===== config.mk =====
export PLATFORM = sky130hd
export DESIGN_NAME = frogger_input_cond
export DESIGN_NICKNAME = d
export VERILOG_FILES = /design/src/rtl/frogger_input_cond.sv
export SDC_FILE = /design/constraint.sdc
export NUM_CORES = 1
export LEC_CHECK = 0
export BUFFER_PORTS_ARGS = -buffer_cell sky130_fd_sc_hd__buf_2
export CAP_MARGIN = 20
export CORE_MARGIN = 2
export CORE_UTILIZATION = 30
export CTS_CLUSTER_DIAMETER = 50
export DETAILED_ROUTE_END_ITERATION = 10
export PLACE_DENSITY = 0.56
export SLEW_MARGIN = 5
export SYNTH_ARGS = -nofsm -noshare
export SYNTH_HDL_FRONTEND = slang
export SYNTH_SLANG_ARGS = --single-unit

===== constraint.sdc =====
create_clock -name i_Clk -period 3.4 [get_ports i_Clk]
set_input_delay 0.17 -clock i_Clk [delete_from_list [all_inputs] [get_ports i_Clk]]
set_output_delay 0.17 -clock i_Clk [all_outputs]
set_load 0.005 [all_outputs]

===== src/rtl/frogger_input_cond.sv =====
// Frogger button front end: synchronises and debounces the four direction switches,
// then turns the held direction into single-cycle move strobes with auto-repeat.
module frogger_input_cond #(
    parameter int DEBOUNCE_LIMIT = 250000,
    parameter int REPEAT_DELAY   = 7500000,
    parameter int REPEAT_RATE    = 3750000
) (
    input  logic i_Clk,
    input  logic i_Rst_L,
    input  logic i_Switch_1,
    input  logic i_Switch_2,
    input  logic i_Switch_3,
    input  logic i_Switch_4,
    input  logic i_Game_Active,
    input  logic i_Collided,
    output logic o_Up_Mvt,
    output logic o_Down_Mvt,
    output logic o_Left_Mvt,
    output logic o_Right_Mvt,
    output logic o_Any_Held
);

    localparam int DB_W    = $clog2(DEBOUNCE_LIMIT + 1);
    localparam int RPT_MAX = (REPEAT_DELAY > REPEAT_RATE) ? REPEAT_DELAY : REPEAT_RATE;
    localparam int RPT_W   = $clog2(RPT_MAX + 1);

    typedef enum logic [1:0] {IDLE, DELAY, REPEAT, LOCKOUT} state_t;

    // Bit order: 0 = Up, 1 = Down, 2 = Left, 3 = Right (also the priority order).
    logic [3:0]      sw_raw;
    logic [3:0]      sync1, sync2, stable;
    logic [DB_W-1:0] db_cnt [4];

    state_t           state, state_n;
    logic [3:0]       latched, latched_n;
    logic [3:0]       strobe, strobe_n;
    logic [3:0]       pick;
    logic [RPT_W-1:0] rpt_cnt, rpt_cnt_n;

    assign sw_raw = {i_Switch_4, i_Switch_3, i_Switch_2, i_Switch_1};

    always_ff @(posedge i_Clk or negedge i_Rst_L) begin
        if (!i_Rst_L) begin
            sync1  <= '0;
            sync2  <= '0;
            stable <= '0;
            for (int unsigned i = 0; i < 4; i++) db_cnt[i] <= '0;
        end else begin
            sync1 <= sw_raw;
            sync2 <= sync1;
            for (int unsigned i = 0; i < 4; i++) begin
                if (sync2[i] != stable[i]) begin
                    if (db_cnt[i] == DB_W'(DEBOUNCE_LIMIT - 1)) begin
                        stable[i] <= sync2[i];
                        db_cnt[i] <= '0;
                    end else begin
                        db_cnt[i] <= db_cnt[i] + 1'b1;
                    end
                end else begin
                    db_cnt[i] <= '0;
                end
            end
        end
    end

    always_comb begin
        pick = '0;
        if      (stable[0]) pick = 4'b0001;
        else if (stable[1]) pick = 4'b0010;
        else if (stable[2]) pick = 4'b0100;
        else if (stable[3]) pick = 4'b1000;
    end

    always_comb begin
        state_n   = state;
        latched_n = latched;
        rpt_cnt_n = rpt_cnt;
        strobe_n  = '0;
        case (state)
            IDLE: begin
                if (i_Game_Active && (stable != '0)) begin
                    strobe_n  = pick;
                    latched_n = pick;
                    rpt_cnt_n = RPT_W'(REPEAT_DELAY - 1);
                    state_n   = DELAY;
                end
            end
            DELAY, REPEAT: begin
                if ((stable & latched) == '0) begin
                    state_n = IDLE;
                end else if (rpt_cnt == '0) begin
                    strobe_n  = latched;
                    rpt_cnt_n = RPT_W'(REPEAT_RATE - 1);
                    state_n   = REPEAT;
                end else begin
                    rpt_cnt_n = rpt_cnt - 1'b1;
                end
            end
            LOCKOUT: begin
                if ((stable == '0) && !i_Collided) state_n = IDLE;
            end
            default: state_n = IDLE;
        endcase
        // Game-off parks the FSM in IDLE but a pending lockout survives it;
        // a collision overrides everything else in the same cycle.
        if (!i_Game_Active) begin
            strobe_n = '0;
            if (state != LOCKOUT) state_n = IDLE;
        end
        if (i_Collided) begin
            strobe_n = '0;
            state_n  = LOCKOUT;
        end
    end

    always_ff @(posedge i_Clk or negedge i_Rst_L) begin
        if (!i_Rst_L) begin
            state   <= IDLE;
            latched <= '0;
            rpt_cnt <= '0;
            strobe  <= '0;
        end else begin
            state   <= state_n;
            latched <= latched_n;
            rpt_cnt <= rpt_cnt_n;
            strobe  <= strobe_n;
        end
    end

    assign o_Up_Mvt    = strobe[0];
    assign o_Down_Mvt  = strobe[1];
    assign o_Left_Mvt  = strobe[2];
    assign o_Right_Mvt = strobe[3];
    assign o_Any_Held  = |stable;

endmodule


==> qor.yml <==
run_status:
  status: "finished clean"
job:
  cap_violations: 0
placement:
  dp_hpwl_microns: 7820
  placed_area_sq_mm: 0.00602
  placed_cells: 815
  gp_congestion: 0.827
  port_buffers: 12
detailed_routing:
  drt-vias-per-instance: 4.99
  postRouteAntennaNets: 0
  detail_route.iter0.violations: 347
  wl_per_cell_microns: 13.5
  drt_wl_total_microns: 11500
  vias: 4250
  drc_errors: 0
  drtPass1Iterations: 4
timing:
  skew_ns: 0.00381
  post-route-min-period_ns: 2.73
  setup_tns_ns: 0
  max_freq_mhz: 366
  slew_viol_final: 0
  maxSlewHeadroom: 0.341
  tightest_slew_ns: 0.982
  setup_violations: 0
  grt_setup_unrepaired: "no"
  period_share: 0.804
  finalHoldViolCount: 0
  whs_ns: 0.0300
clock_network:
  cts_sinks: 117
  cts_tree: "done"
  cts_buffers: 17
  cts.path.max_buffers: 2
  insertion_delay_ns: 0.41
  h-tree-depth: 4
  clkSlewWorstSetupHoldPaths_ns: 0.05
  clock-root-buffer: "clkbuf_16"
logic_synthesis:
  syn_area_per_cell_sq_um: 9.83
  synth-xor-area-share: 0.103
  ys_top_cells_by_area: "dfrtp_1 51%, nor2_1 6.3%, xnor2_1 5.5%"
  yosys.area.top_type: "dfrtp_1"
  yosysSeqAreaShare: 0.514
  synth-main-ff-cell: "dfrtp_1"
  synthMuxAreaShare: 0.0114
  synth_top_family_by_area: "simple AND/OR/NAND/NOR gates"
  yosysWarnings: 0
  synth.cell_area_sq_mm: 0.00570
  syn_nets: 595
  synth_fa_ha_area_frac: 0.0154
  synthArstFlopShare: 1.00
  ys_ff_latch: 117
  synth_compound_area_frac: 0.0836
  yosys.area_share.simple: 0.245
  synth_top_cell_area_share: 0.514
  ys_types: 53
  synth_edf_count: 0
  syn_inst: 580
setup_path:
  crit_path_start_kind: "register"
  crit_arrival_ns: 3.03
  crit_path_end_kind: "register"
  critical_path_peak_fanout: 7
  required_ns: 3.70
  path_class: "register to register"
final_layout:
  diodes: 0
  layout_commonest_cell: "dfrtp_1"
  fin_area_sq_mm: 0.00672
  area_growth_syn_to_layout_pct: 17.9
  fin_cells: 852
  mostFrequentLayoutCells: "117 x dfrtp_1, 95 x nor2_1, 36 x xnor2_1"
  nets: 620
  n_fill_cell: 1866
  final_layout_size_suffix_gt1_frac: 0.102
global_route:
  antenna_found_initial: 0
  grt_usage: 0.125
  grt_max_degree: 72
  grt_pass1_wl_microns: 20200
  overflow: 0
  grt_pass1_vias: 4261
hold_path:
  holdCritPathClass: "primary input to register"
floorplanning:
  die_h_microns: 142
  rows: 50
  die_area_sq_mm: 0.0201
  num_io_pins: 13
  core_sq_mm: 0.0186
  die_w_microns: 142
  initial_utilization: 0.306
power:
  p_leak_nw: 2.82
  vdd_ir_drop_max_mv: 0.335
  finalPower_mw: 3.51
  powerDensity_mw_per_mm2: 522
## worst max-delay path, cell delays in order (launching register included)
cell and delay (ns):
dfrtp_1 0.39, inv_1 0.07, ha_1 0.19, or3b_2 0.51
or4_4 0.60, nor3_1 0.56, a21oi_1 0.09, o22a_1 0.22
## synthesized netlist by cell type (5+ instances only)
master	count
and2_1	5
xor2_1	31
nor3b_1	5
or3_1	6
a22o_1	6
nor4b_1	5
a21oi_1	17
nand4_1	10
ha_1	7
clkbuf_1	11
nor2_1	95
nand3_1	31
nand2_1	34
dfrtp_1	117
o21ai_0	19
or2_2	8
and3_1	13
inv_1	25
nor4_1	16
nor3_1	18
xnor2_1	36
and4_1	9
## final cells by class
type / instances / area, sq um / share of cell area
Clock inverter: 13 / 205 / 0.0305
Tap cell: 234 / 293 / 0.0436
Timing Repair Buffer: 20 / 148 / 0.0220
Sequential cell: 117 / 2930 / 0.436
Multi-Input combinational cell: 424 / 2610 / 0.388
Clock buffer: 19 / 443 / 0.0659
Inverter: 25 / 93.8 / 0.0140
## state kept, by name, indices dropped and copies added, names as in the netlist
signal,cells
sync2,4
stable,4
sync1,4
strobe,4
state,2
db_cnt,72
rpt_cnt,23
latched,4
## logic make-up after synthesis
| kind of cell | Yosys count |
|---|---|
| compound gates | 73 |
| flops | 117 |
| fa+ha+maj | 7 |
| simple gates | 271 |
| mux | 6 |
| buf+inv | 39 |
| xor+xnor | 67 |
## path summary, 6_finish.rpt
check	startpoint	to	slack, ns	cells after the start
max	rpt_cnt[0]$_DFFE_PN0P_	rpt_cnt[17]$_DFFE_PN0P_	0.67	7
min	i_Collided	state[1]$_DFF_PN0_	0.03	3
max reg2reg	rpt_cnt[0]$_DFFE_PN0P_	rpt_cnt[17]$_DFFE_PN0P_	0.67	7
min reg2reg	sync1[1]$_DFF_PN0_	sync2[1]$_DFF_PN0_	0.35	0
max in group asynchronous	i_Rst_L	rpt_cnt[7]$_DFFE_PN0P_	2.21	3
min in group asynchronous	i_Rst_L	db_cnt[44]$_DFF_PN0_	0.42	2
## metrics by stage
step / utilization / setup slack, ns
6_report: 0.360 / 0.666
5_1_grt: 0.360 / 0.524
4_1_cts: 0.360 / 0.677
3_5_place_dp: 0.323 / 0.685
3_3_place_gp: 0.323 / 0.755
2_1_floorplan: - / 0.807
## per-layer routing
| metal | part of all wire | track usage | vias to the layer above |
|---|---|---|---|
| li1 | - | - | 2074 |
| met4 | 0.013 | 0.0437 | 0 |
| met3 | 0.034 | 0.0375 | 14 |
| met5 | 0 | 0 | - |
| met1 | 0.47 | 0.155 | 2094 |
| met2 | 0.49 | 0.208 | 68 |
## timing repair
action                     in CTS  in global routing
gates resized for setup         0                  0
setup buffers                   0                  0
hold endpoints to repair       74                  0
hold buffers                    5                  0
setup endpoints to repair       0                  0
## report_power, final
part	switching, mW	total, mW	internal, mW
Sequential	0.0146	1.43	1.41
Clock	0.631	1.95	1.32
Combinational	0.0912	0.136	0.0446
Total	0.737	3.51	2.77
Note: power is estimated with default switching activity, not from simulation.
